--- src/rtl/bcm_display_driver.sv ---
`default_nettype none
// ============================================================================
// Module   : bcm_display_driver
// Purpose  : Binary-coded-modulation row/column LED panel driver. For each
//            row, every bit-plane is shifted out serially and then displayed
//            for BASE_CYCLES << plane clocks, scaled by a global brightness.
//            Shifting of the next plane overlaps display of the current one.
// Ports    : clk, rst          - clock, synchronous active-high reset
//            enable            - run frames (sampled at frame start)
//            brightness        - global on-time scale (value+1)/256
//            pixel             - frame-buffer word for {addr_row, column}
//            addr_row, column, plane - frame-buffer / plane addressing
//            rgb, oclk, lat    - serial data, shift clock, latch pulse
//            oe, row           - output enable (active-high), displayed row
//            frame_complete    - one-clock pulse per finished frame
// Revision : 1.0 - initial release
// ============================================================================
module bcm_display_driver #(
    parameter int LOAD_DELAY  = 1,
    parameter int SEGMENTS    = 1,
    parameter int ROWS        = 8,
    parameter int COLUMNS     = 32,
    parameter int BITWIDTH    = 8,
    parameter int BASE_CYCLES = 16,
    localparam int c_row_w    = (ROWS > 1)     ? $clog2(ROWS)     : 1,
    localparam int c_col_w    = (COLUMNS > 1)  ? $clog2(COLUMNS)  : 1,
    localparam int c_plane_w  = (BITWIDTH > 1) ? $clog2(BITWIDTH) : 1
) (
    input  logic                             clk,
    input  logic                             rst,
    input  logic                             enable,
    input  logic [7:0]                       brightness,
    input  logic [BITWIDTH*3*SEGMENTS-1:0]   pixel,
    output logic [c_row_w-1:0]               addr_row,
    output logic [c_col_w-1:0]               column,
    output logic [c_plane_w-1:0]             plane,
    output logic [3*SEGMENTS-1:0]            rgb,
    output logic                             oclk,
    output logic                             lat,
    output logic                             oe,
    output logic [c_row_w-1:0]               row,
    output logic                             frame_complete
);

    localparam int c_delay_w    = (LOAD_DELAY > 1) ? $clog2(LOAD_DELAY) : 1;
    localparam int c_max_period = BASE_CYCLES << (BITWIDTH - 1);
    // Timer must be able to hold the longest period itself (elapsed == period).
    localparam int c_tmr_w      = $clog2(c_max_period + 1);
    localparam int c_prod_w     = c_tmr_w + 9;

    localparam logic [c_delay_w-1:0] c_delay_last = c_delay_w'(LOAD_DELAY - 1);
    localparam logic [c_col_w-1:0]   c_col_last   = c_col_w'(COLUMNS - 1);
    localparam logic [c_row_w-1:0]   c_row_last   = c_row_w'(ROWS - 1);
    localparam logic [c_plane_w-1:0] c_plane_last = c_plane_w'(BITWIDTH - 1);
    localparam logic [c_tmr_w-1:0]   c_base       = c_tmr_w'(BASE_CYCLES);

    typedef enum logic [2:0] {
        S_IDLE     = 3'd0,
        S_ADDR     = 3'd1,
        S_SAMPLE   = 3'd2,
        S_CLKHI    = 3'd3,
        S_WAITDISP = 3'd4,
        S_LATCH    = 3'd5
    } state_t;

    state_t                 r_state;
    state_t                 w_state_nxt;
    logic [c_delay_w-1:0]   r_delay;
    logic [c_delay_w-1:0]   w_delay_nxt;
    logic [c_row_w-1:0]     w_addr_row_nxt;
    logic [c_col_w-1:0]     w_column_nxt;
    logic [c_plane_w-1:0]   w_plane_nxt;
    logic                   w_frame_end;
    logic [3*SEGMENTS-1:0]  w_plane_bits;

    logic                   r_busy;
    logic [c_tmr_w-1:0]     r_elapsed;
    logic [c_tmr_w-1:0]     r_period;
    logic [c_prod_w-1:0]    r_on;
    logic [c_tmr_w-1:0]     w_period;
    logic [c_tmr_w-1:0]     w_elapsed_inc;
    logic [8:0]             w_bright_p1;
    logic [c_prod_w-1:0]    w_on;

    // Select the current plane bit of every segment/channel.
    genvar gi, gc;
    generate
        for (gi = 0; gi < SEGMENTS; gi++) begin : g_seg
            for (gc = 0; gc < 3; gc++) begin : g_chan
                logic [BITWIDTH-1:0] w_chan;
                assign w_chan = pixel[BITWIDTH*(3*gi+gc) +: BITWIDTH];
                assign w_plane_bits[3*gi+gc] = w_chan[plane];
            end
        end
    endgenerate

    // The plane now being latched is the last one of the frame.
    assign w_frame_end = (plane == c_plane_last) && (addr_row == c_row_last);

    // ---------------- shift FSM: next state ----------------
    always_comb begin
        w_state_nxt    = r_state;
        w_delay_nxt    = r_delay;
        w_addr_row_nxt = addr_row;
        w_column_nxt   = column;
        w_plane_nxt    = plane;
        case (r_state)
            S_IDLE: begin
                if (enable) begin
                    w_addr_row_nxt = '0;
                    w_plane_nxt    = '0;
                    w_column_nxt   = '0;
                    w_delay_nxt    = '0;
                    w_state_nxt    = S_ADDR;
                end
            end
            S_ADDR: begin
                if (r_delay == c_delay_last) begin
                    w_delay_nxt = '0;
                    w_state_nxt = S_SAMPLE;
                end else begin
                    w_delay_nxt = r_delay + 1'b1;
                end
            end
            S_SAMPLE: w_state_nxt = S_CLKHI;
            S_CLKHI: begin
                if (column == c_col_last) begin
                    w_state_nxt = S_WAITDISP;
                end else begin
                    w_column_nxt = column + 1'b1;
                    w_state_nxt  = S_ADDR;
                end
            end
            S_WAITDISP: begin
                if (!r_busy) w_state_nxt = S_LATCH;
            end
            S_LATCH: begin
                w_column_nxt = '0;
                if (plane == c_plane_last) begin
                    w_plane_nxt    = '0;
                    w_addr_row_nxt = (addr_row == c_row_last) ? '0 : addr_row + 1'b1;
                end else begin
                    w_plane_nxt = plane + 1'b1;
                end
                // Enable only stops the driver at a frame boundary.
                w_state_nxt = (w_frame_end && !enable) ? S_IDLE : S_ADDR;
            end
            default: w_state_nxt = S_IDLE;
        endcase
    end

    // ---------------- shift FSM: registers and panel strobes ----------------
    // Strobes are decoded from the next state so they are glitch-free flops
    // that are high exactly during the CLKHI / LATCH cycles.
    always_ff @(posedge clk) begin
        if (rst) begin
            r_state        <= S_IDLE;
            r_delay        <= '0;
            addr_row       <= '0;
            column         <= '0;
            plane          <= '0;
            rgb            <= '0;
            oclk           <= 1'b0;
            lat            <= 1'b0;
            row            <= '0;
            frame_complete <= 1'b0;
        end else begin
            r_state        <= w_state_nxt;
            r_delay        <= w_delay_nxt;
            addr_row       <= w_addr_row_nxt;
            column         <= w_column_nxt;
            plane          <= w_plane_nxt;
            oclk           <= (w_state_nxt == S_CLKHI);
            lat            <= (w_state_nxt == S_LATCH);
            frame_complete <= (w_state_nxt == S_LATCH) && w_frame_end;
            if (w_state_nxt == S_LATCH) row <= addr_row;
            if (r_state == S_SAMPLE) rgb <= w_plane_bits;
        end
    end

    // ---------------- display timer ----------------
    assign w_period      = c_base << plane;
    assign w_elapsed_inc = r_elapsed + 1'b1;
    assign w_bright_p1   = {1'b0, brightness} + 9'd1;
    // Full-width product so that period*(brightness+1) never overflows.
    assign w_on = ({9'd0, w_period} * {{c_tmr_w{1'b0}}, w_bright_p1}) >> 8;

    // Loaded at the end of the LATCH cycle so oe stays low while lat is high;
    // oe is then high for the first 'on' of the 'period' elapsed clocks.
    always_ff @(posedge clk) begin
        if (rst) begin
            r_busy    <= 1'b0;
            r_elapsed <= '0;
            r_period  <= '0;
            r_on      <= '0;
            oe        <= 1'b0;
        end else if (r_state == S_LATCH) begin
            r_busy    <= 1'b1;
            r_elapsed <= '0;
            r_period  <= w_period;
            r_on      <= w_on;
            oe        <= (w_on != '0);
        end else if (r_busy) begin
            r_elapsed <= w_elapsed_inc;
            if (w_elapsed_inc == r_period) begin
                r_busy <= 1'b0;
                oe     <= 1'b0;
            end else begin
                oe <= ({9'd0, w_elapsed_inc} < r_on);
            end
        end else begin
            oe <= 1'b0;
        end
    end

endmodule
`default_nettype wire
--- config.mk ---
export PLATFORM = sky130hd
export DESIGN_NAME = bcm_display_driver
export DESIGN_NICKNAME = d
export VERILOG_FILES = /design/src/rtl/bcm_display_driver.sv
export SDC_FILE = /design/constraint.sdc
export NUM_CORES = 1
export LEC_CHECK = 0
export BUFFER_PORTS_ARGS = -buffer_cell sky130_fd_sc_hd__buf_2
export CAP_MARGIN = 20
export CORE_MARGIN = 2
export CORE_UTILIZATION = 55
export DETAILED_ROUTE_END_ITERATION = 16
export PLACE_DENSITY = 0.75
export SYNTH_ARGS = -nofsm -noshare
export SYNTH_HDL_FRONTEND = slang
export SYNTH_SLANG_ARGS = --single-unit
export TNS_END_PERCENT = 100
--- constraint.sdc ---
create_clock -name clk -period 7.35 [get_ports clk]
set_clock_uncertainty 0.05 [all_clocks]
set_input_delay 0 -clock clk [delete_from_list [all_inputs] [get_ports clk]]
set_output_delay 0 -clock clk [all_outputs]
set_load 0.1 [all_outputs]
==> flow_summary.html, run 1 <==
<table>
<tr><th>Metric</th><th>Value</th></tr>
<tr><th colspan="2">Worst setup path</th></tr>
<tr><td>Startpoint-to-endpoint class of the critical path</td><td>register to register</td></tr>
<tr><td>Arrival time of the worst setup path</td><td>6.17 ns</td></tr>
<tr><td>Element type at the critical path start</td><td>register</td></tr>
<tr><td>Element type at the critical path end</td><td>register</td></tr>
<tr><td>Required arrival time at the worst endpoint</td><td>7.53 ns</td></tr>
<tr><td>Biggest fanout along the worst timing path</td><td>21</td></tr>
<tr><th colspan="2">Yosys</th></tr>
<tr><td>Synth top area cells</td><td>sky130_fd_sc_hd__dfxtp_1 20%, sky130_fd_sc_hd__fa_1 15%, sky130_fd_sc_hd__ha_1 12%, sky130_fd_sc_hd__nor2_1 6.0%, sky130_fd_sc_hd__inv_1 5.4%</td></tr>
<tr><td>Yosys synthesis warning count</td><td>0</td></tr>
<tr><td>Cell variety after synth</td><td>59</td></tr>
<tr><td>Largest family of logic cells by synthesized area</td><td>adder cells</td></tr>
<tr><td>Flop and latch count out of synthesis</td><td>58</td></tr>
<tr><td>Synth async-reset ratio</td><td>0%</td></tr>
<tr><td>EDFF count, synth</td><td>0</td></tr>
<tr><td>Compound-Gate Fraction of Synth Area</td><td>10.2%</td></tr>
<tr><td>Netlist area before placement</td><td>5720 µm²</td></tr>
<tr><td>Area share of the leading cell type in the synthesized netlist</td><td>20.3%</td></tr>
<tr><td>Portion of netlist area occupied by mux cells</td><td>3.41%</td></tr>
<tr><td>Nets in the synthesized netlist</td><td>835</td></tr>
<tr><td>Post-synth top flop</td><td>sky130_fd_sc_hd__dfxtp_1</td></tr>
<tr><td>Cell count after synthesis</td><td>700</td></tr>
<tr><td>Adder and majority cell fraction of the synthesized area</td><td>27.5%</td></tr>
<tr><td>Share of synthesized cell area in and, or, nand and nor gates</td><td>24.4%</td></tr>
<tr><td>Average cell area after synthesis</td><td>8.18 µm²</td></tr>
<tr><td>Cell accounting for the most synthesized area</td><td>sky130_fd_sc_hd__dfxtp_1</td></tr>
<tr><td>Portion of the post-synthesis area used by sequential elements</td><td>20.3%</td></tr>
<tr><td>Xor-xnor portion of the synthesized cell area</td><td>6.73%</td></tr>
<tr><th colspan="2">Power and ir drop</th></tr>
<tr><td>LEAKAGE</td><td>2.93 nW</td></tr>
<tr><td>Worst-case vdd ir drop</td><td>0.000115 V</td></tr>
<tr><td>Total power divided by cell area</td><td>120 nW/µm²</td></tr>
<tr><td>Overall power consumption</td><td>756 µW</td></tr>
<tr><th colspan="2">Clock network</th></tr>
<tr><td>Number of buffers on the longest clock path</td><td>2</td></tr>
<tr><td>Clock insertion delay at the later pin of the skew report</td><td>0.35 ns</td></tr>
<tr><td>Setup repair bufs after CTS</td><td>0</td></tr>
<tr><td>Number of clock sinks</td><td>58</td></tr>
<tr><td>Number of buffers created by CTS</td><td>9</td></tr>
<tr><td>Clk slew on worst S/H paths</td><td>0.08 ns</td></tr>
<tr><td>Total of hold buffers inserted after clock tree synthesis</td><td>0</td></tr>
<tr><td>Root buffer selected by CTS</td><td>sky130_fd_sc_hd__clkbuf_8</td></tr>
<tr><td>Cells resized by post-CTS repair</td><td>0</td></tr>
<tr><td>CTS tree</td><td>built</td></tr>
<tr><td>Max H-tree Level</td><td>3</td></tr>
<tr><th colspan="2">Status</th></tr>
<tr><td>Status</td><td>finished, final reports clean</td></tr>
<tr><th colspan="2">GRT</th></tr>
<tr><td>Via count of the first global-routing pass</td><td>4,944</td></tr>
<tr><td>Remaining Overflow, GRT</td><td>0</td></tr>
<tr><td>Maximum number of pins on one net before global-route repair</td><td>41</td></tr>
<tr><td>Total global-route track usage</td><td>25.4%</td></tr>
<tr><td>Number of antenna violations at the first check in global routing</td><td>0</td></tr>
<tr><td>First-pass GRT wire length</td><td>23.1 mm</td></tr>
<tr><th colspan="2">STA</th></tr>
<tr><td>Rel. slew slack</td><td>43.8%</td></tr>
<tr><td>Final number of max-transition violations</td><td>0</td></tr>
<tr><td>RSZ-0062 raised after global routing</td><td>no</td></tr>
<tr><td>Final setup vio count</td><td>0</td></tr>
<tr><td>Final total negative setup slack</td><td>0 ns</td></tr>
<tr><td>Time the final worst path needs with I/O delays and setup</td><td>5.99 ns</td></tr>
<tr><td>Final count of hold timing violations</td><td>0</td></tr>
<tr><td>Worst slew pin tran</td><td>0.844 ns</td></tr>
<tr><td>Max frequency</td><td>167 MHz</td></tr>
<tr><td>Post-route clock period utilization</td><td>81.5%</td></tr>
<tr><th colspan="2">Floorplan</th></tr>
<tr><td>Die height</td><td>106 µm</td></tr>
<tr><td>Width of the die</td><td>106 µm</td></tr>
<tr><td>Full die area</td><td>11,200 µm²</td></tr>
<tr><td>Initial cell density of the core</td><td>55.9%</td></tr>
<tr><td>Row cnt</td><td>37</td></tr>
<tr><td>Number of top-level design ports</td><td>56</td></tr>
<tr><td>Core ar.</td><td>10,200 µm²</td></tr>
<tr><th colspan="2">Route</th></tr>
<tr><td>Final WL</td><td>13.4 mm</td></tr>
<tr><td>Post-route DRC violation count</td><td>0</td></tr>
<tr><td>Wire length per cell</td><td>15.2 µm</td></tr>
<tr><td>Starting DRC count in detailed routing</td><td>173</td></tr>
<tr><td>Ratio of routed vias to standard cells</td><td>5.63</td></tr>
<tr><td>Number of search-and-repair iterations in the first detailed-routing pass</td><td>5</td></tr>
<tr><td>Final antenna-violating net count</td><td>0</td></tr>
<tr><td>Via count</td><td>4,956</td></tr>
<tr><th colspan="2">Placed design</th></tr>
<tr><td>Total of buffers placed on input and output ports</td><td>55</td></tr>
<tr><td>Post-DP HPWL</td><td>10.6 mm</td></tr>
<tr><td>Final RePlAce weighted congestion</td><td>0.957</td></tr>
<tr><th colspan="2">Finish</th></tr>
<tr><td>Count of antenna diodes in the layout</td><td>0</td></tr>
<tr><td>Proportion of layout cells with a drive suffix above 1</td><td>12.6%</td></tr>
<tr><td>Relative area change from synthesis to final layout</td><td>9.86%</td></tr>
<tr><td>Nets</td><td>875</td></tr>
<tr><th colspan="2">Min path</th></tr>
<tr><td>Class of the tightest hold or removal check</td><td>primary input to register</td></tr>
<tr><th colspan="2">Job</th></tr>
<tr><td>Count of max-cap constraint violations</td><td>0</td></tr>
</table>
## synthesized netlist by cell type, drive strengths merged, types with 9 or more instances
cell	n
nor2b	17
dfxtp	58
clkbuf	19
xor2	24
xnor2	20
ha	57
nand3	26
nand2	69
fa	43
o21ai	16
nor2	92
and2	13
inv	82
and3	9
nor3	13
a21oi	42
## per-stage QoR
| step | area, µm² | setup WS, ns | cells | hold WS [ns] | utilization [%] |
|---|---|---|---|---|---|
| after floorplan | 5720 | 1.19 | 700 | 0.0268 | - |
| after global placement | 6060 | 1.57 | 865 | 0.398 | 59.2 |
| after detailed placement | 6060 | 1.38 | 865 | 0.405 | 59.2 |
| after CTS | 6290 | 1.38 | 881 | 0.0920 | 61.5 |
| after global routing | 6290 | 1.01 | 881 | 0.160 | 61.5 |
| final | 6290 | 1.36 | 881 | 0.114 | 61.5 |
## worst max-delay path, cell delays in order, from the launching register on
cell and delay [ns]:
sky130_fd_sc_hd__dfxtp_1 0.75, sky130_fd_sc_hd__inv_1 0.27, sky130_fd_sc_hd__ha_1 0.41, sky130_fd_sc_hd__nor2b_1 0.21, sky130_fd_sc_hd__fa_1 0.55, sky130_fd_sc_hd__inv_1 0.05, sky130_fd_sc_hd__fa_1 0.47, sky130_fd_sc_hd__inv_1 0.05
sky130_fd_sc_hd__fa_1 0.52, sky130_fd_sc_hd__inv_1 0.05, sky130_fd_sc_hd__fa_1 0.52, sky130_fd_sc_hd__inv_1 0.04, sky130_fd_sc_hd__ha_1 0.38, sky130_fd_sc_hd__and3_1 0.21, sky130_fd_sc_hd__a2111o_1 0.45, sky130_fd_sc_hd__nand4_1 0.10
sky130_fd_sc_hd__nor3b_1 0.23, sky130_fd_sc_hd__o31ai_1 0.11, sky130_fd_sc_hd__o41ai_1 0.32, sky130_fd_sc_hd__o41ai_1 0.12
## sequential cells by signal (all words and copies together) (netlist names), 5 cells and up
signal	flops
r_period	8
r_elapsed	12
r_on	13
column	5
## cell families (layout without fill, tap and decap cells)
kind of cell / Yosys count / count (layout)
AO/OA/AOI/OAI: 93 / 93
AND/OR/NAND/NOR: 283 / 283
XOR/XNOR: 44 / 44
adder cells (fa/ha/maj): 100 / 100
multiplexers: 12 / 12
flip-flops: 58 / 58
buffers and inverters: 110 / 155
## final cells by class
class                           count  area, µm²
Tap cell                          136        170
Multi-Input combinational cell    532       4140
Clock buffer                        9        124
Clock inverter                      7        103
Sequential cell                    58       1160
Fill cell                         882       3940
Inverter                           83        312
Timing Repair Buffer               56        283
## final timing paths
check | endpoint | start | cells after the start | slack, ns
worst max-delay path | oe | plane[2] | 19 | 1.36
worst min register to register | r_on[2] | r_on[2] | 2 | 0.41
worst max register to register | oe | plane[2] | 19 | 1.36
worst min-delay path | r_state[0] | enable | 5 | 0.11
## power by group
part	internal [mW]	total (mW)	switching, mW	leakage (nW)
Clock	0.194	0.339	0.145	0.110
Sequential	0.319	0.325	0.00606	0.468
Combinational	0.0282	0.0927	0.0645	2.35
## per-layer routing
layer  track usage, %  share of wire, %
met5                0                 0
met1             33.1                45
met4             5.83               1.4
met3             4.66               5.2
met2             44.0                48
## layout by cell type, fill, tap and decap left out, types with 6 or more instances in the layout
cell type / count
sky130_fd_sc_hd__nor2_1: 92
sky130_fd_sc_hd__and3_1: 9
sky130_fd_sc_hd__nor2b_1: 17
sky130_fd_sc_hd__nor3_1: 12
sky130_fd_sc_hd__nand3_1: 23
sky130_fd_sc_hd__dfxtp_1: 58
sky130_fd_sc_hd__mux4_2: 6
sky130_fd_sc_hd__nand2b_1: 8
sky130_fd_sc_hd__nand2_1: 69
sky130_fd_sc_hd__xor2_1: 24
sky130_fd_sc_hd__buf_2: 55
sky130_fd_sc_hd__clkbuf_8: 9
sky130_fd_sc_hd__inv_1: 82
sky130_fd_sc_hd__o21ai_0: 16
sky130_fd_sc_hd__ha_1: 57
sky130_fd_sc_hd__or2_2: 7
sky130_fd_sc_hd__a21oi_1: 42
sky130_fd_sc_hd__fa_1: 43
sky130_fd_sc_hd__xnor2_1: 20
sky130_fd_sc_hd__and2_1: 13
sky130_fd_sc_hd__mux2i_1: 6
No activity file was read; power rests on OpenSTA's default activity.
==> run 2: changes to the inputs <==
==> constraint.sdc (replaced) <==
create_clock -name clk -period 5.65 [get_ports clk]
set_clock_uncertainty 0.05 [all_clocks]
set_input_delay 0 -clock clk [delete_from_list [all_inputs] [get_ports clk]]
set_output_delay 0 -clock clk [all_outputs]
set_load 0.1 [all_outputs]
==> run 2 against run 1 <==
Against the previous run: utilization up 1.3 points; count of clock-buffer cells in the layout up 1; worst hold slack better by 0.0016 ns; critical endpoint unchanged; global-route usage down 1.0 points; largest cell class unchanged; combinational power up 33%; final area up 2.1%; die area unchanged.
==> flow_summary.html, run 2 (same netlist as run 1, synthesis figures left out) <==
<table>
<tr><th>Metric</th><th>Value</th></tr>
<tr><th colspan="2">STA</th></tr>
<tr><td>Rel. slew slack</td><td>51.3% (+7.6 points)</td></tr>
<tr><td>Final count of hold timing violations</td><td>0 (unchanged)</td></tr>
<tr><td>Final number of max-transition violations</td><td>0 (unchanged)</td></tr>
<tr><td>Final setup vio count</td><td>0 (unchanged)</td></tr>
<tr><td>Worst slew pin tran</td><td>0.730 ns (-0.113 ns)</td></tr>
<tr><td>Post-route clock period utilization</td><td>95.8% (+14 points)</td></tr>
<tr><td>Max frequency</td><td>185 MHz (+11%)</td></tr>
<tr><td>Time the final worst path needs with I/O delays and setup</td><td>5.42 ns (-0.573 ns)</td></tr>
<tr><td>Final Hold Slack</td><td>0.115 ns (+0.00156 ns)</td></tr>
<tr><th colspan="2">Finish</th></tr>
<tr><td>Nets</td><td>889 (+1.6%)</td></tr>
<tr><td>Proportion of layout cells with a drive suffix above 1</td><td>15.9% (+3.3 points)</td></tr>
<tr><td>Count of antenna diodes in the layout</td><td>0 (unchanged)</td></tr>
<tr><td>Filler cell count in the final layout</td><td>877 (-0.57%)</td></tr>
<tr><td>Most flop-heavy register</td><td>r_on</td></tr>
<tr><td>Flip-flop count of the largest register, all copies and words added</td><td>13 (unchanged)</td></tr>
<tr><td>Largest registers in the final layout</td><td>r_on: 13 flops, r_elapsed: 12 flops, r_period: 8 flops</td></tr>
<tr><td>Most common cell after layout, fill and taps aside</td><td>sky130_fd_sc_hd__nor2_1</td></tr>
<tr><td>Relative area change from synthesis to final layout</td><td>12.2%</td></tr>
<tr><td>Commonest cells after routing, fill and taps aside</td><td>92 x sky130_fd_sc_hd__nor2_1, 82 x sky130_fd_sc_hd__inv_1, 67 x sky130_fd_sc_hd__nand2_1, 55 x sky130_fd_sc_hd__dfxtp_1, 55 x sky130_fd_sc_hd__buf_2</td></tr>
<tr><th colspan="2">Worst setup path</th></tr>
<tr><td>Crit path largest cell delay</td><td>0.54 ns (-0.21 ns)</td></tr>
<tr><td>Startpoint-to-endpoint class of the critical path</td><td>register to register</td></tr>
<tr><td>Reg2Reg Setup Slack</td><td>0.23 ns (-1.13 ns)</td></tr>
<tr><td>Required arrival time at the worst endpoint</td><td>5.81 ns (-1.72 ns)</td></tr>
<tr><td>Bufs and invs on worst path</td><td>2 (-3)</td></tr>
<tr><td>Top Family by Delay on Critical Path</td><td>adder cells</td></tr>
<tr><td>CP most frequent cell</td><td>sky130_fd_sc_hd__fa_1</td></tr>
<tr><td>Critical path's slowest cell</td><td>sky130_fd_sc_hd__fa_1</td></tr>
<tr><td>FF-to-FF Start</td><td>plane[0]</td></tr>
<tr><td>Worst Reg-to-Reg Cells</td><td>17 (-2)</td></tr>
<tr><td>Biggest fanout along the worst timing path</td><td>5 (-76%)</td></tr>
<tr><td>Worst-path cell chain</td><td>inv_1 &gt; ha_1 &gt; nand2_1 &gt; or2_2 &gt; fa_1 &gt; fa_1 &gt; fa_1 &gt; fa_1 &gt; inv_1 &gt; ha_1 &gt; or3_1 &gt; a2111o_1 &gt; nand4_1 &gt; nor3b_2 &gt; o31ai_1 &gt; o41ai_2 &gt; o41ai_1</td></tr>
<tr><td>Arrival time of the worst setup path</td><td>5.57 ns (-0.60 ns)</td></tr>
<tr><td>Element type at the critical path start</td><td>register</td></tr>
<tr><td>Reg-to-reg critical path endpoint</td><td>oe</td></tr>
<tr><td>Critical path depth</td><td>17 (-2)</td></tr>
<tr><td>Element type at the critical path end</td><td>register</td></tr>
<tr><th colspan="2">Clock network</th></tr>
<tr><td>Number of clock sinks</td><td>58 (unchanged)</td></tr>
<tr><td>Clock insertion delay at the later pin of the skew report</td><td>0.33 ns (-0.02 ns)</td></tr>
<tr><td>CTS tree</td><td>built</td></tr>
<tr><td>Clk slew on worst S/H paths</td><td>0.07 ns (about the same)</td></tr>
<tr><td>Number of buffers on the longest clock path</td><td>2 (unchanged)</td></tr>
<tr><td>Max H-tree Level</td><td>3 (unchanged)</td></tr>
<tr><td>Root buffer selected by CTS</td><td>sky130_fd_sc_hd__clkbuf_8</td></tr>
<tr><td>Number of buffers created by CTS</td><td>9 (unchanged)</td></tr>
<tr><th colspan="2">Route</th></tr>
<tr><td>Final antenna-violating net count</td><td>0 (unchanged)</td></tr>
<tr><td>Via count</td><td>4,932 (-0.48%)</td></tr>
<tr><td>Ratio of routed vias to standard cells</td><td>5.51 (-2.0%)</td></tr>
<tr><td>Number of search-and-repair iterations in the first detailed-routing pass</td><td>5 (unchanged)</td></tr>
<tr><td>Wire length per cell</td><td>14.6 µm (-4.1%)</td></tr>
<tr><td>Starting DRC count in detailed routing</td><td>197 (+14%)</td></tr>
<tr><td>Final WL</td><td>13.1 mm (-2.6%)</td></tr>
<tr><td>Post-route DRC violation count</td><td>0 (unchanged)</td></tr>
<tr><th colspan="2">Job</th></tr>
<tr><td>Count of max-cap constraint violations</td><td>0 (unchanged)</td></tr>
<tr><th colspan="2">Power and ir drop</th></tr>
<tr><td>Comb power frac</td><td>13.1% (+0.8 points)</td></tr>
<tr><td>Clock share of power</td><td>41.8% (-3.0 points)</td></tr>
<tr><td>LEAKAGE</td><td>2.99 nW (+1.9%)</td></tr>
<tr><td>Cell internal power dissipation</td><td>669 µW (+24%)</td></tr>
<tr><td>Share of power burned in registers</td><td>45.0% (+2.0 points)</td></tr>
<tr><td>Switching part of the total</td><td>28.5% (about the same)</td></tr>
<tr><td>Worst-case vdd ir drop</td><td>0.000131 V (+14%)</td></tr>
<tr><td>Overall power consumption</td><td>935 µW (+24%)</td></tr>
<tr><td>Total power divided by cell area</td><td>146 nW/µm² (+21%)</td></tr>
<tr><td>Switching power of the nets</td><td>267 µW (+24%)</td></tr>
<tr><th colspan="2">Min path</th></tr>
<tr><td>Worst Hold End</td><td>r_state[0]</td></tr>
<tr><td>Startpoint of the lowest-slack hold path</td><td>enable</td></tr>
<tr><td>Class of the tightest hold or removal check</td><td>primary input to register</td></tr>
<tr><td>Worst Hold Depth</td><td>5 (unchanged)</td></tr>
<tr><th colspan="2">GRT</th></tr>
<tr><td>Maximum number of pins on one net before global-route repair</td><td>41 (unchanged)</td></tr>
<tr><td>First-pass GRT wire length</td><td>22.2 mm (-3.7%)</td></tr>
<tr><td>Remaining Overflow, GRT</td><td>0 (unchanged)</td></tr>
<tr><td>Number of antenna violations at the first check in global routing</td><td>0 (unchanged)</td></tr>
<tr><td>Total global-route track usage</td><td>24.3% (-1.0 points)</td></tr>
<tr><td>Via count of the first global-routing pass</td><td>4,829 (-2.3%)</td></tr>
<tr><th colspan="2">Floorplan</th></tr>
<tr><td>Row cnt</td><td>37 (unchanged)</td></tr>
<tr><td>Full die area</td><td>11,200 µm² (unchanged)</td></tr>
<tr><td>Die height</td><td>106 µm (unchanged)</td></tr>
<tr><td>Initial cell density of the core</td><td>55.9% (unchanged)</td></tr>
<tr><td>Number of top-level design ports</td><td>56 (unchanged)</td></tr>
<tr><td>Width of the die</td><td>106 µm (unchanged)</td></tr>
<tr><td>Core ar.</td><td>10,200 µm² (unchanged)</td></tr>
<tr><th colspan="2">Placed design</th></tr>
<tr><td>Total of buffers placed on input and output ports</td><td>55 (unchanged)</td></tr>
<tr><td>Final RePlAce weighted congestion</td><td>0.931 (-2.7%)</td></tr>
<tr><td>Post-DP HPWL</td><td>10.3 mm (-3.1%)</td></tr>
<tr><th colspan="2">Status</th></tr>
<tr><td>Status</td><td>finished, final reports clean</td></tr>
</table>
[run 2: through the flow]
| stage | instance area, µm² | TNS, ns | utilization, % | instances | worst slack (ns) |
|---|---|---|---|---|---|
| final | 6420 | 0 | 62.8 | 895 | 0.235 |
| after detailed placement | 6170 | 0 | 60.3 | 878 | 0.0174 |
| after CTS | 6370 | 0 | 62.3 | 894 | 0.0369 |
| after global routing | 6420 | -0.00382 | 62.8 | 895 | -0.00382 |
| after global placement | 6170 | 0 | 60.3 | 878 | 0.137 |
| after floorplan | 5730 | 0 | - | 700 | 0.0136 |
[run 2: worst max-delay path by stage]
stage	slack (ns)	endpoint	from
2_1_floorplan	0.01	oe	plane[2]
3_3_place_gp	0.14	oe	plane[0]
3_5_place_dp	0.02	oe	plane[0]
4_1_cts	0.04	oe	plane[1]
5_1_grt	-0.004	oe	plane[1]
6_report	0.23	oe	plane[0]
[run 2: area by class of cell]
type                            instances  area [µm²]  share of cell area [%]
Multi-Input combinational cell        532        4180                    65.0
Timing Repair Buffer                   70         388                    6.04
Sequential cell                        58        1170                    18.3
Tap cell                              136         170                    2.65
Inverter                               83         312                    4.85
Clock inverter                          6        66.3                    1.03
Clock buffer                           10         138                    2.14
[run 2: worst register-to-register path, cell delays in order, from the launching register on]
cell and delay [ns]:
sky130_fd_sc_hd__dfxtp_4 0.36, sky130_fd_sc_hd__inv_1 0.15, sky130_fd_sc_hd__ha_1 0.26, sky130_fd_sc_hd__nand2_1 0.18, sky130_fd_sc_hd__or2_2 0.35, sky130_fd_sc_hd__fa_1 0.54
sky130_fd_sc_hd__fa_1 0.45, sky130_fd_sc_hd__fa_1 0.52, sky130_fd_sc_hd__fa_1 0.54, sky130_fd_sc_hd__inv_1 0.04, sky130_fd_sc_hd__ha_1 0.23, sky130_fd_sc_hd__or3_1 0.39
sky130_fd_sc_hd__a2111o_1 0.42, sky130_fd_sc_hd__nand4_1 0.10, sky130_fd_sc_hd__nor3b_2 0.18, sky130_fd_sc_hd__o31ai_1 0.11, sky130_fd_sc_hd__o41ai_2 0.33, sky130_fd_sc_hd__o41ai_1 0.12
[run 2: what timing repair did]
item / 4_1_cts / 5_1_grt
setup buffers: 0 / 1
hold endpoints to repair: 0 / 0
gates resized for setup: 1 / 12
hold buffers: 0 / 0
endpoints found under the setup margin: 1 / 2
pin swaps: 0 / 1
[run 2: layer usage]
metal  vias up  wire length [µm]  GRT usage [%]
met5         -                 0              0
met4         0               168           6.39
met3        12               594           4.54
met2       124              6320           40.7
met1      2370              5990           32.6
li1       2426                 -              -
[run 2: power groups by stage]
stage          Combinational, mW  Sequential (mW)  Clock (mW)
2_1_floorplan             0.0567            0.459           0
3_3_place_gp               0.120            0.430           0
3_5_place_dp               0.122            0.431           0
4_1_cts                    0.123            0.421       0.398
5_1_grt                    0.134            0.422       0.413
6_report                   0.123            0.421       0.391
==> run 3: changes to the inputs <==
--- a/config.mk
+++ b/config.mk
@@ -7,6 +7,7 @@
 export LEC_CHECK = 0
 export BUFFER_PORTS_ARGS = -buffer_cell sky130_fd_sc_hd__buf_2
 export CAP_MARGIN = 20
+export CORE_ASPECT_RATIO = 0.75
 export CORE_MARGIN = 2
 export CORE_UTILIZATION = 55
 export DETAILED_ROUTE_END_ITERATION = 16
==> run 3 against run 2 <==
Against the previous run: final area increased by 3.1%; via count up 2.6%; final cell count grew 0.34%; worst hold slack improved by 0.040 ns; worst setup slack got worse by 0.065 ns; first-iteration DRC count up 44%; non-clock buffer count grew 3; critical path depth increased by 1; largest cell class unchanged.
==> flow_summary.html, run 3 (same netlist as run 1, synthesis figures left out) <==
<table>
<tr><th>Metric</th><th>Value</th></tr>
<tr><th colspan="2">Worst setup path</th></tr>
<tr><td>Element type at the critical path start</td><td>register</td></tr>
<tr><td>Element type at the critical path end</td><td>register</td></tr>
<tr><td>Critical path's slowest cell</td><td>sky130_fd_sc_hd__fa_1</td></tr>
<tr><td>CP most frequent cell</td><td>sky130_fd_sc_hd__fa_1</td></tr>
<tr><td>Crit path largest cell delay</td><td>0.58 ns (+0.04 ns)</td></tr>
<tr><td>Biggest fanout along the worst timing path</td><td>11 (+6)</td></tr>
<tr><td>Startpoint-to-endpoint class of the critical path</td><td>register to register</td></tr>
<tr><td>Required arrival time at the worst endpoint</td><td>5.80 ns (about the same)</td></tr>
<tr><td>Arrival time of the worst setup path</td><td>5.63 ns (+0.06 ns)</td></tr>
<tr><td>Top Family by Delay on Critical Path</td><td>adder cells</td></tr>
<tr><td>Worst-path cell chain</td><td>ha_2 &gt; ha_4 &gt; nand2b_1 &gt; fa_1 &gt; inv_1 &gt; fa_1 &gt; inv_1 &gt; fa_1 &gt; fa_1 &gt; inv_1 &gt; ha_1 &gt; and3_1 &gt; a2111o_1 &gt; nand4_1 &gt; nor3b_4 &gt; o31ai_1 &gt; o41ai_1 &gt; o41ai_1</td></tr>
<tr><td>Bufs and invs on worst path</td><td>3 (+1)</td></tr>
<tr><th colspan="2">GRT</th></tr>
<tr><td>Remaining Overflow, GRT</td><td>0 (unchanged)</td></tr>
<tr><td>Maximum number of pins on one net before global-route repair</td><td>41 (unchanged)</td></tr>
<tr><td>First-pass GRT wire length</td><td>23.2 mm (+4.3%)</td></tr>
<tr><td>Via count of the first global-routing pass</td><td>5,056 (+4.7%)</td></tr>
<tr><td>Number of antenna violations at the first check in global routing</td><td>0 (unchanged)</td></tr>
<tr><td>Total global-route track usage</td><td>26.3% (+2.0 points)</td></tr>
<tr><th colspan="2">STA</th></tr>
<tr><td>Time the final worst path needs with I/O delays and setup</td><td>5.48 ns (+0.0654 ns)</td></tr>
<tr><td>Worst slew pin tran</td><td>0.742 ns (+0.0115 ns)</td></tr>
<tr><td>Final total negative setup slack</td><td>0 ns (unchanged)</td></tr>
<tr><td>Final count of hold timing violations</td><td>0 (unchanged)</td></tr>
<tr><td>Rel. slew slack</td><td>50.6% (-0.76 points)</td></tr>
<tr><td>Final setup vio count</td><td>0 (unchanged)</td></tr>
<tr><td>Post-route clock period utilization</td><td>97.0% (+1.2 points)</td></tr>
<tr><td>Final number of max-transition violations</td><td>0 (unchanged)</td></tr>
<tr><td>Max frequency</td><td>182 MHz (-1.2%)</td></tr>
<tr><td>Final Hold Slack</td><td>0.156 ns (+0.0400 ns)</td></tr>
<tr><td>RSZ-0062 raised after global routing</td><td>no</td></tr>
<tr><th colspan="2">Clock network</th></tr>
<tr><td>CTS tree</td><td>built</td></tr>
<tr><td>Clk slew on worst S/H paths</td><td>0.05 ns (-0.02 ns)</td></tr>
<tr><td>Number of buffers created by CTS</td><td>9 (unchanged)</td></tr>
<tr><td>Number of clock sinks</td><td>58 (unchanged)</td></tr>
<tr><td>Clock insertion delay at the later pin of the skew report</td><td>0.33 ns (about the same)</td></tr>
<tr><td>Number of buffers on the longest clock path</td><td>2 (unchanged)</td></tr>
<tr><td>Max H-tree Level</td><td>3 (unchanged)</td></tr>
<tr><td>Total of hold buffers inserted after clock tree synthesis</td><td>0 (unchanged)</td></tr>
<tr><td>Root buffer selected by CTS</td><td>sky130_fd_sc_hd__clkbuf_16</td></tr>
<tr><th colspan="2">Route</th></tr>
<tr><td>Post-route DRC violation count</td><td>0 (unchanged)</td></tr>
<tr><td>Wire length per cell</td><td>15.6 µm (+7.0%)</td></tr>
<tr><td>Number of search-and-repair iterations in the first detailed-routing pass</td><td>4 (-1)</td></tr>
<tr><td>Final WL</td><td>14.0 mm (+7.3%)</td></tr>
<tr><td>Via count</td><td>5,062 (+2.6%)</td></tr>
<tr><td>Final antenna-violating net count</td><td>0 (unchanged)</td></tr>
<tr><td>Starting DRC count in detailed routing</td><td>283 (+44%)</td></tr>
<tr><td>Ratio of routed vias to standard cells</td><td>5.64 (+2.3%)</td></tr>
<tr><th colspan="2">Floorplan</th></tr>
<tr><td>Die height</td><td>92.3 µm (-13%)</td></tr>
<tr><td>Initial cell density of the core</td><td>56.1% (+0.12 points)</td></tr>
<tr><td>Row cnt</td><td>32 (-14%)</td></tr>
<tr><td>Width of the die</td><td>122 µm (+15%)</td></tr>
<tr><td>Full die area</td><td>11,200 µm² (about the same)</td></tr>
<tr><td>Core ar.</td><td>10,200 µm² (-0.21%)</td></tr>
<tr><td>Number of top-level design ports</td><td>56 (unchanged)</td></tr>
<tr><th colspan="2">Power and ir drop</th></tr>
<tr><td>Total power divided by cell area</td><td>170 nW/µm² (+17%)</td></tr>
<tr><td>Worst-case vdd ir drop</td><td>0.000252 V (+93%)</td></tr>
<tr><td>LEAKAGE</td><td>3.09 nW (+3.4%)</td></tr>
<tr><th colspan="2">Finish</th></tr>
<tr><td>Total area of multi-input combinational cells</td><td>4240 µm² (+1.5%)</td></tr>
<tr><td>Filler cell count in the final layout</td><td>867 (-1.1%)</td></tr>
<tr><td>Proportion of layout cells with a drive suffix above 1</td><td>17.2% (+1.2 points)</td></tr>
<tr><td>Most common cell after layout, fill and taps aside</td><td>sky130_fd_sc_hd__nor2_1</td></tr>
<tr><td>Most flop-heavy register</td><td>r_on</td></tr>
<tr><td>Post-route cell area</td><td>6620 µm² (+3.1%)</td></tr>
<tr><td>Count of antenna diodes in the layout</td><td>0 (unchanged)</td></tr>
<tr><td>Register area</td><td>1170 µm² (unchanged)</td></tr>
<tr><td>Relative area change from synthesis to final layout</td><td>15.7%</td></tr>
<tr><td>Commonest cells after routing, fill and taps aside</td><td>92 x sky130_fd_sc_hd__nor2_1, 79 x sky130_fd_sc_hd__inv_1, 66 x sky130_fd_sc_hd__nand2_1, 55 x sky130_fd_sc_hd__dfxtp_1, 55 x sky130_fd_sc_hd__buf_2</td></tr>
<tr><td>Flip-flop count of the largest register, all copies and words added</td><td>13 (unchanged)</td></tr>
<tr><td>Nets</td><td>892 (+0.34%)</td></tr>
<tr><td>Largest registers in the final layout</td><td>r_on: 13 flops, r_elapsed: 12 flops, r_period: 8 flops</td></tr>
<tr><th colspan="2">Status</th></tr>
<tr><td>Status</td><td>finished, final reports clean</td></tr>
<tr><th colspan="2">Min path</th></tr>
<tr><td>Class of the tightest hold or removal check</td><td>primary input to register</td></tr>
<tr><th colspan="2">Placed design</th></tr>
<tr><td>DP Area</td><td>6160 µm² (-0.12%)</td></tr>
<tr><td>Total of buffers placed on input and output ports</td><td>55 (unchanged)</td></tr>
<tr><td>Post-DP HPWL</td><td>10.8 mm (+4.9%)</td></tr>
<tr><td>Final RePlAce weighted congestion</td><td>0.958 (+2.9%)</td></tr>
<tr><th colspan="2">Job</th></tr>
<tr><td>Count of max-cap constraint violations</td><td>0 (unchanged)</td></tr>
</table>
-- run 3: per-layer routing --
metal	share of wire (%)	up-vias	global-route usage, %
met1	45	2431	34.1
met3	8.2	22	9.48
met4	1.6	0	6.51
li1	-	2445	-
met5	0	-	0
met2	46	164	41.9
-- run 3: tightest hold or removal path: cells and delay by family --
kind            cells  cell delay [ns]
buf+inv             2             0.17
compound gates      2             0.20
simple gates        2             0.12
-- run 3: through the flow --
stage / util (%) / cells / worst slack, ns / power (mW)
floorplan: - / 700 / 0.0136 / 0.516
global placement: 60.3 / 877 / 0.150 / 0.550
detailed placement: 60.3 / 877 / 0.0156 / 0.554
CTS: 63.5 / 893 / 0.0162 / 1.14
global route: 64.9 / 898 / 0.0261 / 1.16
finish: 64.9 / 898 / 0.169 / 1.13
-- run 3: path summary, 6_finish.rpt --
check / from / endpoint / slack [ns] / cells past startpoint
worst max-delay path: plane[1] / oe / 0.17 / 18
worst min-delay path: enable / plane[0] / 0.16 / 6
worst max register to register: plane[1] / oe / 0.17 / 18
worst min register to register: r_on[0] / r_on[0] / 0.41 / 2
-- run 3: area by class of cell --
| class | instances | area share, % |
|---|---|---|
| clock inverter | 5 | 1.17 |
| tap | 136 | 2.57 |
| inverter | 83 | 4.70 |
| sequential | 58 | 17.7 |
| multi-input combinational | 532 | 64.0 |
| timing repair buffer | 73 | 6.20 |
| clock buffer | 11 | 3.66 |
-- run 3: timing repair --
| action | CTS | global route |
|---|---|---|
| gates resized for setup | 0 | 28 |
| setup buffers | 0 | 5 |
| setup endpoints to repair | 0 | 3 |
-- run 3: report_power, final --
part / leakage [nW] / switching, mW / internal (mW)
sequential: 0.470 / 0.00777 / 0.415
combinational: 2.46 / 0.0839 / 0.0398
clock: 0.156 / 0.187 / 0.396
total: 3.09 / 0.279 / 0.850
